`src/rtl/lsu_port_if.sv`:
```
// lsu_port_if: execute-side request/response bundle and
// doubleword memory bus bundle used by lsu_port.

interface lsu_req_if;
  logic        req_valid;
  logic        req_ready;
  logic        req_wen;
  logic [1:0]  req_size;
  logic        req_unsigned;
  logic [63:0] req_addr;
  logic [63:0] req_wdata;
  logic        resp_valid;
  logic        resp_ready;
  logic [63:0] resp_rdata;
  logic        resp_err;

  modport master (
    output req_valid, req_wen, req_size,
    output req_unsigned, req_addr, req_wdata,
    output resp_ready,
    input  req_ready, resp_valid,
    input  resp_rdata, resp_err
  );

  modport slave (
    input  req_valid, req_wen, req_size,
    input  req_unsigned, req_addr, req_wdata,
    input  resp_ready,
    output req_ready, resp_valid,
    output resp_rdata, resp_err
  );
endinterface

interface lsu_mem_if;
  logic        mem_valid;
  logic        mem_ready;
  logic        mem_wen;
  logic [63:0] mem_addr;
  logic [63:0] mem_wdata;
  logic [7:0]  mem_wmask;
  logic        mem_rvalid;
  logic [63:0] mem_rdata;

  modport master (
    output mem_valid, mem_wen, mem_addr,
    output mem_wdata, mem_wmask,
    input  mem_ready, mem_rvalid, mem_rdata
  );

  modport slave (
    input  mem_valid, mem_wen, mem_addr,
    input  mem_wdata, mem_wmask,
    output mem_ready, mem_rvalid, mem_rdata
  );
endinterface

```
`src/rtl/lsu_port.sv`:
```
// lsu_port: single-outstanding load/store requester that
// aligns, masks and extends around a 64-bit memory port.

module lsu_port #(
  parameter int unsigned TIMEOUT = 256
) (
  input logic       clk,
  input logic       rst_n,
  lsu_req_if.slave  req,
  lsu_mem_if.master mem
);

  localparam int CW =
    (TIMEOUT > 1) ? $clog2(TIMEOUT) : 1;
  localparam logic [CW-1:0] LAST =
    CW'(TIMEOUT == 0 ? 0 : TIMEOUT - 1);

  typedef enum logic [1:0] {
    IDLE, REQ, WAIT, RESP
  } state_t;

  state_t        state;
  state_t        state_nx;
  logic          rdy_q;
  logic [63:0]   addr_q;
  logic [63:0]   wdata_q;
  logic [63:0]   rdata_q;
  logic [1:0]    size_q;
  logic          wen_q;
  logic          uns_q;
  logic          err_q;
  logic [CW-1:0] cnt_q;

  logic [2:0]    in_off;
  logic [2:0]    off;
  logic          misal;
  logic          req_fire;
  logic          timeout_hit;
  logic [63:0]   shifted;
  logic [63:0]   load_val;
  logic [7:0]    mask;

  assign in_off   = req.req_addr[2:0];
  assign off      = addr_q[2:0];
  assign req_fire = req.req_valid & req.req_ready;
  assign timeout_hit =
    (TIMEOUT != 0) && (cnt_q == LAST);
  assign shifted  = mem.mem_rdata >> {off, 3'b000};

  // Natural-alignment check on the incoming request
  always_comb begin
    misal = 1'b0;
    unique case (req.req_size)
      2'd0:    misal = 1'b0;
      2'd1:    misal = in_off[0];
      2'd2:    misal = |in_off[1:0];
      default: misal = |in_off;
    endcase
  end

  // Truncate the lane-shifted read data and extend it
  always_comb begin
    load_val = shifted;
    unique case (size_q)
      2'd0: load_val =
        {{56{~uns_q & shifted[7]}}, shifted[7:0]};
      2'd1: load_val =
        {{48{~uns_q & shifted[15]}}, shifted[15:0]};
      2'd2: load_val =
        {{32{~uns_q & shifted[31]}}, shifted[31:0]};
      default: load_val = shifted;
    endcase
  end

  // Byte enables placed on the addressed lanes
  always_comb begin
    mask = 8'h00;
    unique case (size_q)
      2'd0:    mask = 8'b0000_0001 << off;
      2'd1:    mask = 8'b0000_0011 << off;
      2'd2:    mask = 8'b0000_1111 << off;
      default: mask = 8'hFF;
    endcase
  end

  // Next-state decode
  always_comb begin
    state_nx = state;
    unique case (state)
      IDLE:
        if (req_fire)
          state_nx = misal ? RESP : REQ;
      REQ:
        if (mem.mem_ready) state_nx = WAIT;
      WAIT:
        if (mem.mem_rvalid || timeout_hit)
          state_nx = RESP;
      RESP:
        if (req.resp_ready) state_nx = IDLE;
      default: state_nx = IDLE;
    endcase
  end

  // State register; rdy_q keeps req_ready low
  // for as long as reset is applied
  always_ff @(posedge clk) begin
    if (!rst_n) begin
      state <= IDLE;
      rdy_q <= 1'b0;
    end else begin
      state <= state_nx;
      rdy_q <= 1'b1;
    end
  end

  // Captured request fields, result and wait counter
  always_ff @(posedge clk) begin
    if (!rst_n) begin
      addr_q  <= '0;
      wdata_q <= '0;
      rdata_q <= '0;
      size_q  <= '0;
      wen_q   <= 1'b0;
      uns_q   <= 1'b0;
      err_q   <= 1'b0;
      cnt_q   <= '0;
    end else begin
      unique case (state)
        IDLE: begin
          if (req_fire) begin
            addr_q  <= req.req_addr;
            wdata_q <= req.req_wdata;
            size_q  <= req.req_size;
            wen_q   <= req.req_wen;
            uns_q   <= req.req_unsigned;
            rdata_q <= '0;
            err_q   <= misal;
          end
        end
        REQ: cnt_q <= '0;
        WAIT: begin
          cnt_q <= cnt_q + 1'b1;
          if (mem.mem_rvalid) begin
            rdata_q <= wen_q ? '0 : load_val;
            err_q   <= 1'b0;
          end else if (timeout_hit) begin
            rdata_q <= '0;
            err_q   <= 1'b1;
          end
        end
        default: ;
      endcase
    end
  end

  assign req.req_ready  = rdy_q & (state == IDLE);
  assign req.resp_valid = (state == RESP);
  assign req.resp_rdata = rdata_q;
  assign req.resp_err   = err_q;

  assign mem.mem_valid = (state == REQ);
  assign mem.mem_wen   = wen_q;
  assign mem.mem_addr  = {addr_q[63:3], 3'b000};
  assign mem.mem_wdata = wdata_q << {off, 3'b000};
  assign mem.mem_wmask = wen_q ? mask : 8'h00;

endmodule

```
`src/flat_wrapper.sv`:
```
// flat-port wrapper written by rule: the top's interface ports become plain ports
module lsu_port_flat 
#(
  parameter int unsigned TIMEOUT = 256
)
  (clk, rst_n, req_req_valid, req_req_wen, req_req_size, req_req_unsigned, req_req_addr, req_req_wdata, req_resp_ready, req_req_ready, req_resp_valid, req_resp_rdata, req_resp_err, mem_mem_valid, mem_mem_wen, mem_mem_addr, mem_mem_wdata, mem_mem_wmask, mem_mem_ready, mem_mem_rvalid, mem_mem_rdata);
  lsu_req_if req_i ();
  lsu_mem_if mem_i ();
  input logic clk;
  input logic rst_n;
  input wire logic [$bits(req_i.req_valid)-1:0] req_req_valid;
  input wire logic [$bits(req_i.req_wen)-1:0] req_req_wen;
  input wire logic [$bits(req_i.req_size)-1:0] req_req_size;
  input wire logic [$bits(req_i.req_unsigned)-1:0] req_req_unsigned;
  input wire logic [$bits(req_i.req_addr)-1:0] req_req_addr;
  input wire logic [$bits(req_i.req_wdata)-1:0] req_req_wdata;
  input wire logic [$bits(req_i.resp_ready)-1:0] req_resp_ready;
  output wire logic [$bits(req_i.req_ready)-1:0] req_req_ready;
  output wire logic [$bits(req_i.resp_valid)-1:0] req_resp_valid;
  output wire logic [$bits(req_i.resp_rdata)-1:0] req_resp_rdata;
  output wire logic [$bits(req_i.resp_err)-1:0] req_resp_err;
  output wire logic [$bits(mem_i.mem_valid)-1:0] mem_mem_valid;
  output wire logic [$bits(mem_i.mem_wen)-1:0] mem_mem_wen;
  output wire logic [$bits(mem_i.mem_addr)-1:0] mem_mem_addr;
  output wire logic [$bits(mem_i.mem_wdata)-1:0] mem_mem_wdata;
  output wire logic [$bits(mem_i.mem_wmask)-1:0] mem_mem_wmask;
  input wire logic [$bits(mem_i.mem_ready)-1:0] mem_mem_ready;
  input wire logic [$bits(mem_i.mem_rvalid)-1:0] mem_mem_rvalid;
  input wire logic [$bits(mem_i.mem_rdata)-1:0] mem_mem_rdata;
  assign req_i.req_valid = req_req_valid;
  assign req_i.req_wen = req_req_wen;
  assign req_i.req_size = req_req_size;
  assign req_i.req_unsigned = req_req_unsigned;
  assign req_i.req_addr = req_req_addr;
  assign req_i.req_wdata = req_req_wdata;
  assign req_i.resp_ready = req_resp_ready;
  assign req_req_ready = req_i.req_ready;
  assign req_resp_valid = req_i.resp_valid;
  assign req_resp_rdata = req_i.resp_rdata;
  assign req_resp_err = req_i.resp_err;
  assign mem_mem_valid = mem_i.mem_valid;
  assign mem_mem_wen = mem_i.mem_wen;
  assign mem_mem_addr = mem_i.mem_addr;
  assign mem_mem_wdata = mem_i.mem_wdata;
  assign mem_mem_wmask = mem_i.mem_wmask;
  assign mem_i.mem_ready = mem_mem_ready;
  assign mem_i.mem_rvalid = mem_mem_rvalid;
  assign mem_i.mem_rdata = mem_mem_rdata;
  lsu_port #(.TIMEOUT(TIMEOUT)) u_core (.clk(clk), .rst_n(rst_n), .req(req_i), .mem(mem_i));
endmodule
```
`config.mk`:
```
export PLATFORM = sky130hd
export DESIGN_NAME = lsu_port_flat
export DESIGN_NICKNAME = d
export VERILOG_FILES = /design/src/rtl/lsu_port_if.sv /design/src/rtl/lsu_port.sv /design/src/flat_wrapper.sv
export SDC_FILE = /design/constraint.sdc
export NUM_CORES = 1
export LEC_CHECK = 0
export CELL_PAD_IN_SITES_DETAIL_PLACEMENT = 0
export CELL_PAD_IN_SITES_GLOBAL_PLACEMENT = 1
export CORE_MARGIN = 2
export CORE_UTILIZATION = 30
export DETAILED_ROUTE_END_ITERATION = 8
export GPL_TIMING_DRIVEN = 1
export PLACE_DENSITY = 0.87
export SYNTH_ARGS = -nofsm -noshare
export SYNTH_HDL_FRONTEND = slang
export SYNTH_SLANG_ARGS = --single-unit
```
`constraint.sdc`:
```
create_clock -name clk -period 2.1 [get_ports clk]
set_clock_uncertainty 0.05 [all_clocks]
set_input_delay 0.42 -clock clk [delete_from_list [all_inputs] [get_ports clk]]
set_output_delay 0.42 -clock clk [all_outputs]
set_load 0.02 [all_outputs]
```
Word-level counts from Yosys, hierarchy flattened
Cells that the tools add are included.
{ "word_totals": {"reg_bits": 208, "input_bits": 202, "output_inout_bits": 205, "elab_cells": 67} }
{ "op_classes": {"addsub": 1, "n_eq_ne": 13, "shift": 5, "n_mux": 21, "bitwise": 6, "n_reduce_logical": 11} }
{ "ops": {"columns": ["operator", "count"], "rows": [
  ["$mux 64", 4],
  ["$pmux 64 s3", 1],
  ["$pmux 64 s2", 1],
  ["$shl 64x6->64", 1],
  ["$shr 64x6->64", 1],
  ["$pmux 8 s3", 1],
  ["$pmux 8 s2", 1],
  ["$mux 2", 5],
  ["$add 8x1->8 const B", 1],
  ["$eq 2x2->1 const B", 4],
  ["$eq 8x8->1 const B", 1],
  ["$mux 8", 1],
  ["$pmux 2 s4", 1],
  ["$shl 1x3->8 const A", 1],
  ["$shl 2x3->8 const A", 1],
  ["$shl 4x3->8 const A", 1],
  ["$eq 2x1->1 const B", 3],
  ["$logic_not 2->1", 3],
  ["$ne 2x1->1 const B", 3],
  ["$and 1x1->1", 5],
  ["$mux 1", 4],
  ["$reduce_and 4->1", 1],
  ["$reduce_bool 2->1", 2],
  ["$ne 3x2->1 const B", 1],
  ["9 further kinds", 9]
]} }

Depth between registers and ports, before layout
{ "logic_depth": {"depth_word": 6, "mapped_depth": 9, "ltp_nobuf": 7} }

Worst setup path before layout
OpenSTA, ideal clock, no wires.
{ "synth_path": {"kind": "register to output", "start": "reg u_core.addr_q[1]", "end": "out mem_mem_wmask[6]", "t_arrival_ps": 2027, "required_ps": 1630, "setup_slack_ps": -397, "stages_incl_launch_ff": 9, "path_buffers": 6, "path_cell_list": "dfxtp_1 buf_6 buf_4 buf_4 buf_2 buf_2 buf_2 a32oi_1 a21boi_0"} }
{ "synth_via": {"elab_chain_cells": 3} }
{ "synth_lines": {"columns": ["element", "line_no", "rtl"], "rows": [
  ["start: declaration", "lsu_port.sv:25", "logic [63:0] addr_q;"],
  ["start signal: assignment", "lsu_port.sv:131", "addr_q <= req.req_addr;"],
  ["$shl 4x3->8 (tied with other cells)", "lsu_port.sv:81", "2'd2: mask = 8'b0000_1111 << off;"],
  ["$pmux 8 s3 (*)", "lsu_port.sv:78", "unique case (size_q)"],
  ["$mux 8 (*)", "lsu_port.sv:165", "assign mem.mem_wmask = wen_q ? mask : 8'h00;"],
  ["end: declaration", "flat_wrapper.sv:26", "output wire logic [$bits(mem_i.mem_wmask)-1:0] mem_mem_wmask;"]
]} }
Every way passes the cells marked *; elsewhere a longest branch is shown, timed or not.

Final worst setup path
{ "layout_path": {"start": "reg u_core.addr_q[1]", "end": "out mem_mem_wdata[52]"} }
{ "layout_via": {"elab_chain_cells": 1} }
{ "layout_lines": {"columns": ["element", "line_no", "rtl"], "rows": [
  ["$shl 64x6->64", "lsu_port.sv:164", "assign mem.mem_wdata = wdata_q << {off, 3'b000};"],
  ["end: declaration", "flat_wrapper.sv:25", "output wire logic [$bits(mem_i.mem_wdata)-1:0] mem_mem_wdata;"]
]} }
Every way passes these cells.

==> metrics.txt <==
status complete, but fails checks; failing checks negative setup slack; via count 13.24k; average cell area after synthesis 8.279 µm²; DP HPWL 37.92 mm; worst setup path class flop to output port; placer congestion estimate 0.9679; WL per Instance 20.94 µm; H-tree depth 1; drt via density 5.145; first-pass GRT wire length 78.20 mm; cell area after layout 21470 µm²; most frequent cells in the layout clkdlybuf4s50_1, nand2_1, buf_4, dfxtp_1, a21boi_0; WP data required 1630 ps; Post-CTS Hold Buffers 0; Hold Path Class primary input to flop; Cells after Synth 1470; vias in the first global route 13.27k; fin cells 2573; GRT Total Usage 0.2412; CP Capture Type output port; Yosys reg bits 208; Worst slew margin 0.5439; Worst-Margin Slew 677.1 ps; Seq/Total Area, Yosys 0.3421; clk sinks 208; Ys Warns 0; library cells used by synthesis 60; Final setup viols 136; multi-input logic area 8358 µm²; worst skew pair latency 560 ps; largest net degree at the start of global routing 80; Root Driver clkbuf_16; CTS tree done; fin util 0.5380; number of synthesized flops with an enable pin 0; Area contributors post-synth dfxtp_1, nand2_1, a21boi_0; total grt overflow 0; area leader, netlist dfxtp_1; Max Cap Viol 0; Max IR drop VDD 0.4918 mV; antenna violation net count after detailed routing 0; Main synth FF type dfxtp_1; Post-synth ARST share 0; Top Ports 407; I/O Buffers 403; crit-path max FO 7; Final Max Slew Viols 0; final period utilization 1.291; Fin. Hold Viols 0; core area 39910 µm²; final net count 2237; Yosys top cell area share 0.3421; Die Footprint 42200 µm²; Register Area 4184 µm²; die width 205.4 µm; fillcell total 3531; Critical Path AT 2240 ps; initial DRC count 781; minimum clock period 2711 ps; Lkg Pwr 8.045 nW; CTS Buffer Depth 3; share of layout cells above drive strength 1 0.3524; die height 205.4 µm; category of the worst setup path launch point flop; placed cell area 17840 µm²; # DRC 0; final worst slack -610.7 ps; Fmax 368.9 MHz; initial antenna violation count 5; commonest non-fill, non-tap cell in the layout clkdlybuf4s50_1; RSZ-0062 raised after global routing yes; row count 73; Clock transition at path regs 60 ps; CTS Buf Count 26; Synth-to-Final Area Change 76.44%; Cell Area, Synth 12170 µm²; Pre-antenna DRT Iters 5; final wirelength 53.87 mm; DP Cell Count 2422; pwr/cell area 755.5 nW/µm²; overall power 0.01622 W; starting density of the core 0.3049
[synthesized netlist by cell type (12+ instances only)]
master / n
a22oi_1: 14
nor3_1: 12
clkbuf_1: 79
mux2i_1: 85
o21ai_0: 52
nor2_1: 79
mux2_2: 56
o22ai_1: 50
a21oi_1: 52
inv_1: 16
o2bb2ai_1: 34
and2_1: 24
a21boi_0: 143
dfxtp_1: 208
a221o_1: 16
buf_4: 68
buf_2: 30
mux4_2: 16
nand2_1: 317
nor2b_1: 21
[stage by stage]
stage / worst slack [ps] / hold WS [ps] / TNS (ps)
2_1_floorplan: 24.33 / 391.0 / 0
3_3_place_gp: -474.9 / 398.7 / -38780
5_1_grt: -668.5 / 210.5 / -56940
6_report: -610.7 / 215.6 / -47980
4_1_cts: -529.1 / 198.5 / -44490
3_5_place_dp: -470.1 / 400.1 / -41210
[path summary, 6_finish.rpt]
path	from	end	slack [ps]	depth (start not counted)
min reg2reg	u_core.req.resp_rdata[8]	u_core.req.resp_rdata[8]	410	2
min	rst_n	u_core.addr_q[22]	220	2
max reg2reg	u_core.addr_q[1]	u_core.req.resp_rdata[42]	-460	10
max	u_core.addr_q[1]	mem_mem_wdata[52]	-610	9
[where the power goes]
part | total, W | internal [W] | switching [W]
clock | 0.00460 | 0.00271 | 0.00189
combinational | 0.00699 | 0.00348 | 0.00351
sequential | 0.00464 | 0.00431 | 0.000323
[routing by layer]
metal / GRT usage / part of all wire / wire [µm]
met5: 0 / 0.00024 / 13
met4: 0.09275 / 0.040 / 2136
met1: 0.2813 / 0.38 / 20670
met3: 0.05717 / 0.079 / 4254
met2: 0.4262 / 0.50 / 26800
[worst max-delay path: stages (launching register included)]
cell and delay [ps]:
dfxtp_4 370, buf_12 140, buf_12 150, buf_6 120
mux2i_4 240, nor2_1 80, a21oi_1 180, buf_4 190
o21ai_4 70, buf_6 140
[layout make-up]
type | instances | area share
Multi-Input combinational cell | 1060 | 0.3892
Timing Repair Buffer | 709 | 0.3407
Sequential cell | 208 | 0.1948
Clock buffer | 35 | 0.03426
Tap cell | 525 | 0.03059
Clock inverter | 12 | 0.006118
Inverter | 19 | 0.003671
Antenna cell | 5 | 0.0005827
[cell families (layout without fill, tap and decap cells)]
kind of cell	after synthesis	in the layout	synth area share
other cells	1	8	0.0003081
flops	208	208	0.3421
buf+inv	205	775	0.09037
compound gates	402	403	0.2321
fa+ha+maj	11	11	0.01131
mux	159	159	0.1538
xor+xnor	4	4	0.002878
simple gates	480	480	0.1671
[repair_timing]
action / 4_1_cts / 5_1_grt
endpoints found under the setup margin: 141 / 137
hold endpoints to repair: 0 / 0
gates resized for setup: 603 / 156
pin swaps: 64 / 73
buffers inserted: 63 / 37
cloned: 11 / 2
[state kept, by name (all words and copies together) (netlist names)]
register and count:
u_core.addr_q 64, u_core.req.resp_rdata 64, u_core.wdata_q 64, u_core.cnt_q 8, u_core.size_q 2, u_core.state 2, u_core.mem.mem_wen 1, u_core.rdy_q 1
u_core.req.resp_err 1, u_core.uns_q 1
Power figures use the tool's default switching activity.
